<file path="src/rtl/vrf_wb_arbiter.sv">
// Write-back arbiter and busy scoreboard for the 16 x 128-bit vector register file.
// Define VRF_ARB_RR_EN for round-robin arbitration; default is fixed LSU-over-ALU priority.
module vrf_wb_arbiter #(
    parameter int NREG = 16,
    parameter int AW   = 4,
    parameter int DW   = 128
) (
    input  logic            clk,
    input  logic            rst,
    input  logic            alu_valid,
    output logic            alu_ready,
    input  logic [AW-1:0]   alu_addr,
    input  logic [DW-1:0]   alu_data,
    input  logic            lsu_valid,
    output logic            lsu_ready,
    input  logic [AW-1:0]   lsu_addr,
    input  logic [DW-1:0]   lsu_data,
    output logic            wre,
    output logic [AW-1:0]   a3,
    output logic [DW-1:0]   wd3,
    input  logic            iss_valid,
    input  logic [AW-1:0]   iss_addr,
    input  logic [AW-1:0]   chk_a1,
    input  logic [AW-1:0]   chk_a2,
    input  logic [AW-1:0]   chk_a3,
    output logic            hazard,
    output logic [NREG-1:0] busy,
    output logic            err
);

    logic alu_gnt;
    logic lsu_gnt;

`ifdef VRF_ARB_RR_EN
    typedef enum logic {
        PTR_ALU = 1'b0,
        PTR_LSU = 1'b1
    } ptr_t;

    ptr_t ptr_q;
    ptr_t ptr_d;

    // Contended grants follow the pointer, which then flips to the loser.
    always_comb begin
        alu_gnt = alu_valid & ~lsu_valid;
        lsu_gnt = lsu_valid & ~alu_valid;
        ptr_d   = ptr_q;
        if (alu_valid && lsu_valid) begin
            alu_gnt = (ptr_q == PTR_ALU);
            lsu_gnt = (ptr_q == PTR_LSU);
            ptr_d   = (ptr_q == PTR_ALU) ? PTR_LSU : PTR_ALU;
        end
    end

    // Round-robin pointer register.
    always_ff @(posedge clk) begin
        if (rst) ptr_q <= PTR_ALU;
        else     ptr_q <= ptr_d;
    end
`else
    // Fixed priority: the load unit always wins.
    always_comb begin
        lsu_gnt = lsu_valid;
        alu_gnt = alu_valid & ~lsu_valid;
    end
`endif

    assign alu_ready = alu_gnt;
    assign lsu_ready = lsu_gnt;

    // Output stage: one entry, drained every cycle by the register file.
    always_ff @(posedge clk) begin
        if (rst) begin
            wre <= 1'b0;
            a3  <= '0;
            wd3 <= '0;
        end else begin
            wre <= alu_gnt | lsu_gnt;
            if (lsu_gnt) begin
                a3  <= lsu_addr;
                wd3 <= lsu_data;
            end else if (alu_gnt) begin
                a3  <= alu_addr;
                wd3 <= alu_data;
            end
        end
    end

    logic [NREG-1:0] busy_d;
    logic            same_clr;
    logic            err_set;

    // Next busy map: commit clears, issue sets, set wins on a collision.
    always_comb begin
        busy_d = busy;
        if (wre) busy_d[a3] = 1'b0;
        if (iss_valid) busy_d[iss_addr] = 1'b1;
    end

    // A re-issue to a register whose write commits this edge is legal.
    always_comb begin
        same_clr = wre && (a3 == iss_addr);
        err_set  = (iss_valid && busy[iss_addr] && !same_clr)
                 | (wre && !busy[a3]);
    end

    // Busy bitmap and sticky error flag.
    always_ff @(posedge clk) begin
        if (rst) begin
            busy <= '0;
            err  <= 1'b0;
        end else begin
            busy <= busy_d;
            err  <= err | err_set;
        end
    end

    assign hazard = busy[chk_a1] | busy[chk_a2] | busy[chk_a3];

endmodule

</file>
<file path="config.mk">
export PLATFORM = sky130hd
export DESIGN_NAME = vrf_wb_arbiter
export DESIGN_NICKNAME = d
export VERILOG_FILES = /design/src/rtl/vrf_wb_arbiter.sv
export SDC_FILE = /design/constraint.sdc
export NUM_CORES = 1
export LEC_CHECK = 0
export ABC_AREA = 0
export CAP_MARGIN = 10
export CORE_AREA = 2 2 172 174
export CTS_CLUSTER_DIAMETER = 200
export DETAILED_ROUTE_END_ITERATION = 10
export DIE_AREA = 0 0 174 176
export SKIP_LAST_GASP = 1
export SLEW_MARGIN = 20
export SYNTH_ARGS = -nofsm -noshare
export SYNTH_HDL_FRONTEND = slang
export SYNTH_SLANG_ARGS = --single-unit
export TNS_END_PERCENT = 100
</file>
<file path="constraint.sdc">
create_clock -name clk -period 4.23 [get_ports clk]
set_input_delay 1.0575 -clock clk [delete_from_list [all_inputs] [get_ports clk]]
set_output_delay 1.0575 -clock clk [all_outputs]
set_load 0.03 [all_outputs]
</file>
==> results by group <==
Yosys
  • #FFs+latches synth: 150
  • Post-synth top area share: 0.413
  • Syn avg cell area: 8.42 µm²
  • Number of synthesized flops with an enable pin: 0
  • Mapped Nets: 1148
  • Sequential element share of the synthesized area: 0.413
  • Syn Std Cell Area: 7260 µm²
  • Dominant cell type by area after synthesis: dfxtp_1
  • Synthesis warning total: 0
  • Cells after Synth: 863
  • Ranking of synthesized cells by area: dfxtp_1 (41%), mux2i_1 (18%), nor2_1 (14%)
  • Post-synth ARST share: 0
  • Unique masters post-synth: 28
  • Synth Flop Type: dfxtp_1

Routing
  • DR iter-0 viols: 324
  • Overall routed net length: 28200 µm
  • Drt first pass iters: 5
  • Drt wl/cell: 17.0 µm
  • DR vias: 7490
  • Residual DRC: 0
  • Via/cell ratio: 4.53
  • Post-route ant nets: 0

Placed design
  • Dpl hpwl: 20500 µm
  • Pre-CTS WS: -498 ps
  • Placed inst area: 11900 µm²
  • GPL Wtd Cong: 0.820
  • Port bufs: 437

Floorplanning
  • Core footprint: 28500 µm²
  • Die area: 30600 µm²
  • Rows: 62
  • # IOs: 438
  • Die Y: 176 µm
  • Initial Utilization: 0.254
  • DIE WIDTH: 174 µm

Critical path
  • Worst reg-to-reg setup slack: 2430 ps
  • CP startpoint: chk_a2[0]
  • CP startpoint kind: input pin
  • Critical Path Stages: 6
  • Crit path largest cell delay: 490 ps
  • Worst r2r dst: err
  • FF-to-FF Start: a3[0]
  • WP buf/inv: 3
  • Critical Path Sink Type: output pin
  • CP arrival: 3110 ps
  • WP data required: 3170 ps
  • Family with the most delay on the worst path: multiplexers
  • CP Class: in2out
  • Slowest stage cell, crit path: clkdlybuf4s50_1
  • CP endpoint: hazard
  • Critical path, cell by cell: clkdlybuf4s50_1 -> buf_6 -> mux4_2 -> mux4_2 -> or3_1 -> buf_4
  • Most used cell, CP: mux4_2
  • Worst Path Max Fanout: 4
  • R2R depth: 5

Finish
  • Layout cells sized above 1: 0.0480
  • Diodes inserted: 0
  • Multi-input gate area: 3980 µm²
  • Filler cells: 2867
  • Area grow syn2layout: 72.7%
  • Finished Cell Area: 12500 µm²
  • NumNets Final: 1542
  • Sequential cell area: 3000 µm²

Clocking
  • Root Buffer: clkbuf_16
  • TritonCTS Sinks: 150
  • Total CTS buffers: 17
  • CTS tree: done
  • Clk slew on worst S/H paths: 60 ps
  • Post-CTS Hold Fix Bufs: 0
  • CTS H-tree depth: 4
  • Clock Path Buffers: 2
  • Worst skew pair latency: 410 ps
  • Postcts setup bufs: 0

GRT
  • GRT Total Usage: 0.179
  • Pin count of the biggest net entering global routing: 134
  • Grt ovf: 0
  • First-pass GRT wire length: 43100 µm
  • Vias in the first global route: 7707
  • Initial antenna violation count: 0

Pwr
  • Maximum vdd drop: 0.196 mV
  • Leak Pwr: 0.00502 µW
  • PD cells: 337 nW/µm²

STA
  • Fin Hold WS: 534 ps
  • Final Hold Violating Endpoints: 0
  • Final setup vio count: 0
  • Headroom to the max-slew limit: 0.332
  • Max Clock Freq: 0.240 GHz
  • Fin crit share: 0.985
  • Final setup margin: 62.7 ps
  • Tightest Pin Transition: 1000 ps
  • Pins Over Slew Limit: 0
  • Final Skew: 10.7 ps
  • Post-layout min period: 4170 ps

Worst hold path
  • Worst Hold Class: reg2reg

Job
  • Max-cap violations: 0

Run status
  • Status: finished, final reports clean
-- synthesized netlist by cell type, types with 2 or more instances --
cell type and number:
a31oi_1 3, buf_2 13, xor2_1 3, clkbuf_1 49, dfxtp_1 150, or3_1 3, nand3_1 7, mux4_1 4
mux2i_1 133, and3_1 2, nand2_1 18, mux4_2 18, nand2b_1 3, nor2_1 271, o21ai_0 16, nand3b_1 2
nor2b_1 4, a21oi_1 149, buf_1 6
-- repair_timing --
item                                    CTS  global route
endpoints found under the hold margin     0             0
resized for setup                         7             3
endpoints found under the setup margin    1             1
-- through the flow --
step	setup TNS [ps]	utilization	total power (µW)	std cells
after global placement	-462	0.417	2590	1622
after CTS	0	0.439	4290	1654
after floorplan	0	-	2070	863
after detailed placement	-498	0.417	2600	1622
final	0	0.439	4230	1654
after global routing	-14.8	0.439	4430	1654
-- layout by cell type (no fill, tap or decap) --
cell type        synthesis  routed
clkdlybuf4s50_1          0     431
nor2_1                 271     271
dfxtp_1                150     150
a21oi_1                149     149
mux2i_1                133     133
mux4_2                  18      18
nand2_1                 18      18
clkbuf_16                0      17
o21ai_0                 16      16
nand3_1                  7       7
buf_4                    1       6
nor2b_1                  4       4
mux4_1                   4       4
bufinv_16                0       4
or3_1                    3       3
xor2_1                   3       3
a31oi_1                  3       3
nand2b_1                 3       3
clkinvlp_4               0       3
inv_6                    0       3
clkbuf_1                49       3
buf_6                    0       3
nand3b_1                 2       2
and3_1                   2       2
inv_8                    0       2
dlygate4sd2_1            0       2
buf_12                   0       2
a22oi_1                  1       1
xnor2_1                  1       1
nor3_1                   1       1
mux2_2                   1       1
o31ai_1                  1       1
inv_1                    1       1
or3b_2                   1       1
or2_2                    1       1
-- logic make-up (layout without fill, tap and decap cells) --
logic type             Yosys count  after routing  synth area share
AND/OR/NAND/NOR                313            313             0.169
AO/OA/AOI/OAI                  170            170             0.118
multiplexers                   156            156             0.255
flip-flops                     150            150             0.413
buffers and inverters           70            477            0.0389
XOR/XNOR                         4              4           0.00482
-- where the power goes --
part	switching [µW]	total, µW	internal, µW
Clock	658	1660	1000
Sequential	60.1	1560	1500
Combinational	478	1000	525
-- sequential cells by signal, summed over array words and instances (netlist names) --
signal,count
a3,4
err,1
wd3,128
wre,1
busy,16
-- tightest hold or removal path, cell delays in order, from the launching register on --
cell and delay [ps]:
dfxtp_1 330, a31oi_1 40, a21oi_1 130
-- per-layer routing --
metal	global-route usage	vias to the layer above	routed length [µm]	share of wire
met5	0	-	0	0
met2	0.326	247	14300	0.51
met1	0.205	3462	11600	0.41
met4	0.0546	0	565	0.020
met3	0.0478	32	1730	0.061
li1	-	3749	-	-
-- worst min-delay path by stage --
stage	from	endpoint	slack, ps	cells after the start
2_1_floorplan	busy[3]	busy[3]	650	2
3_3_place_gp	err	err	510	2
3_5_place_dp	err	err	520	2
4_1_cts	err	err	540	2
5_1_grt	err	err	580	2
6_report	err	err	530	2
-- final cells by class --
cell class	instances	share of cell area
clock inverter	12	0.0153
multi-input combinational	643	0.317
sequential	150	0.239
timing repair buffer	444	0.355
tap	384	0.0383
inverter	1	0.000299
clock buffer	20	0.0348
(Power assumes the default switching activity.)
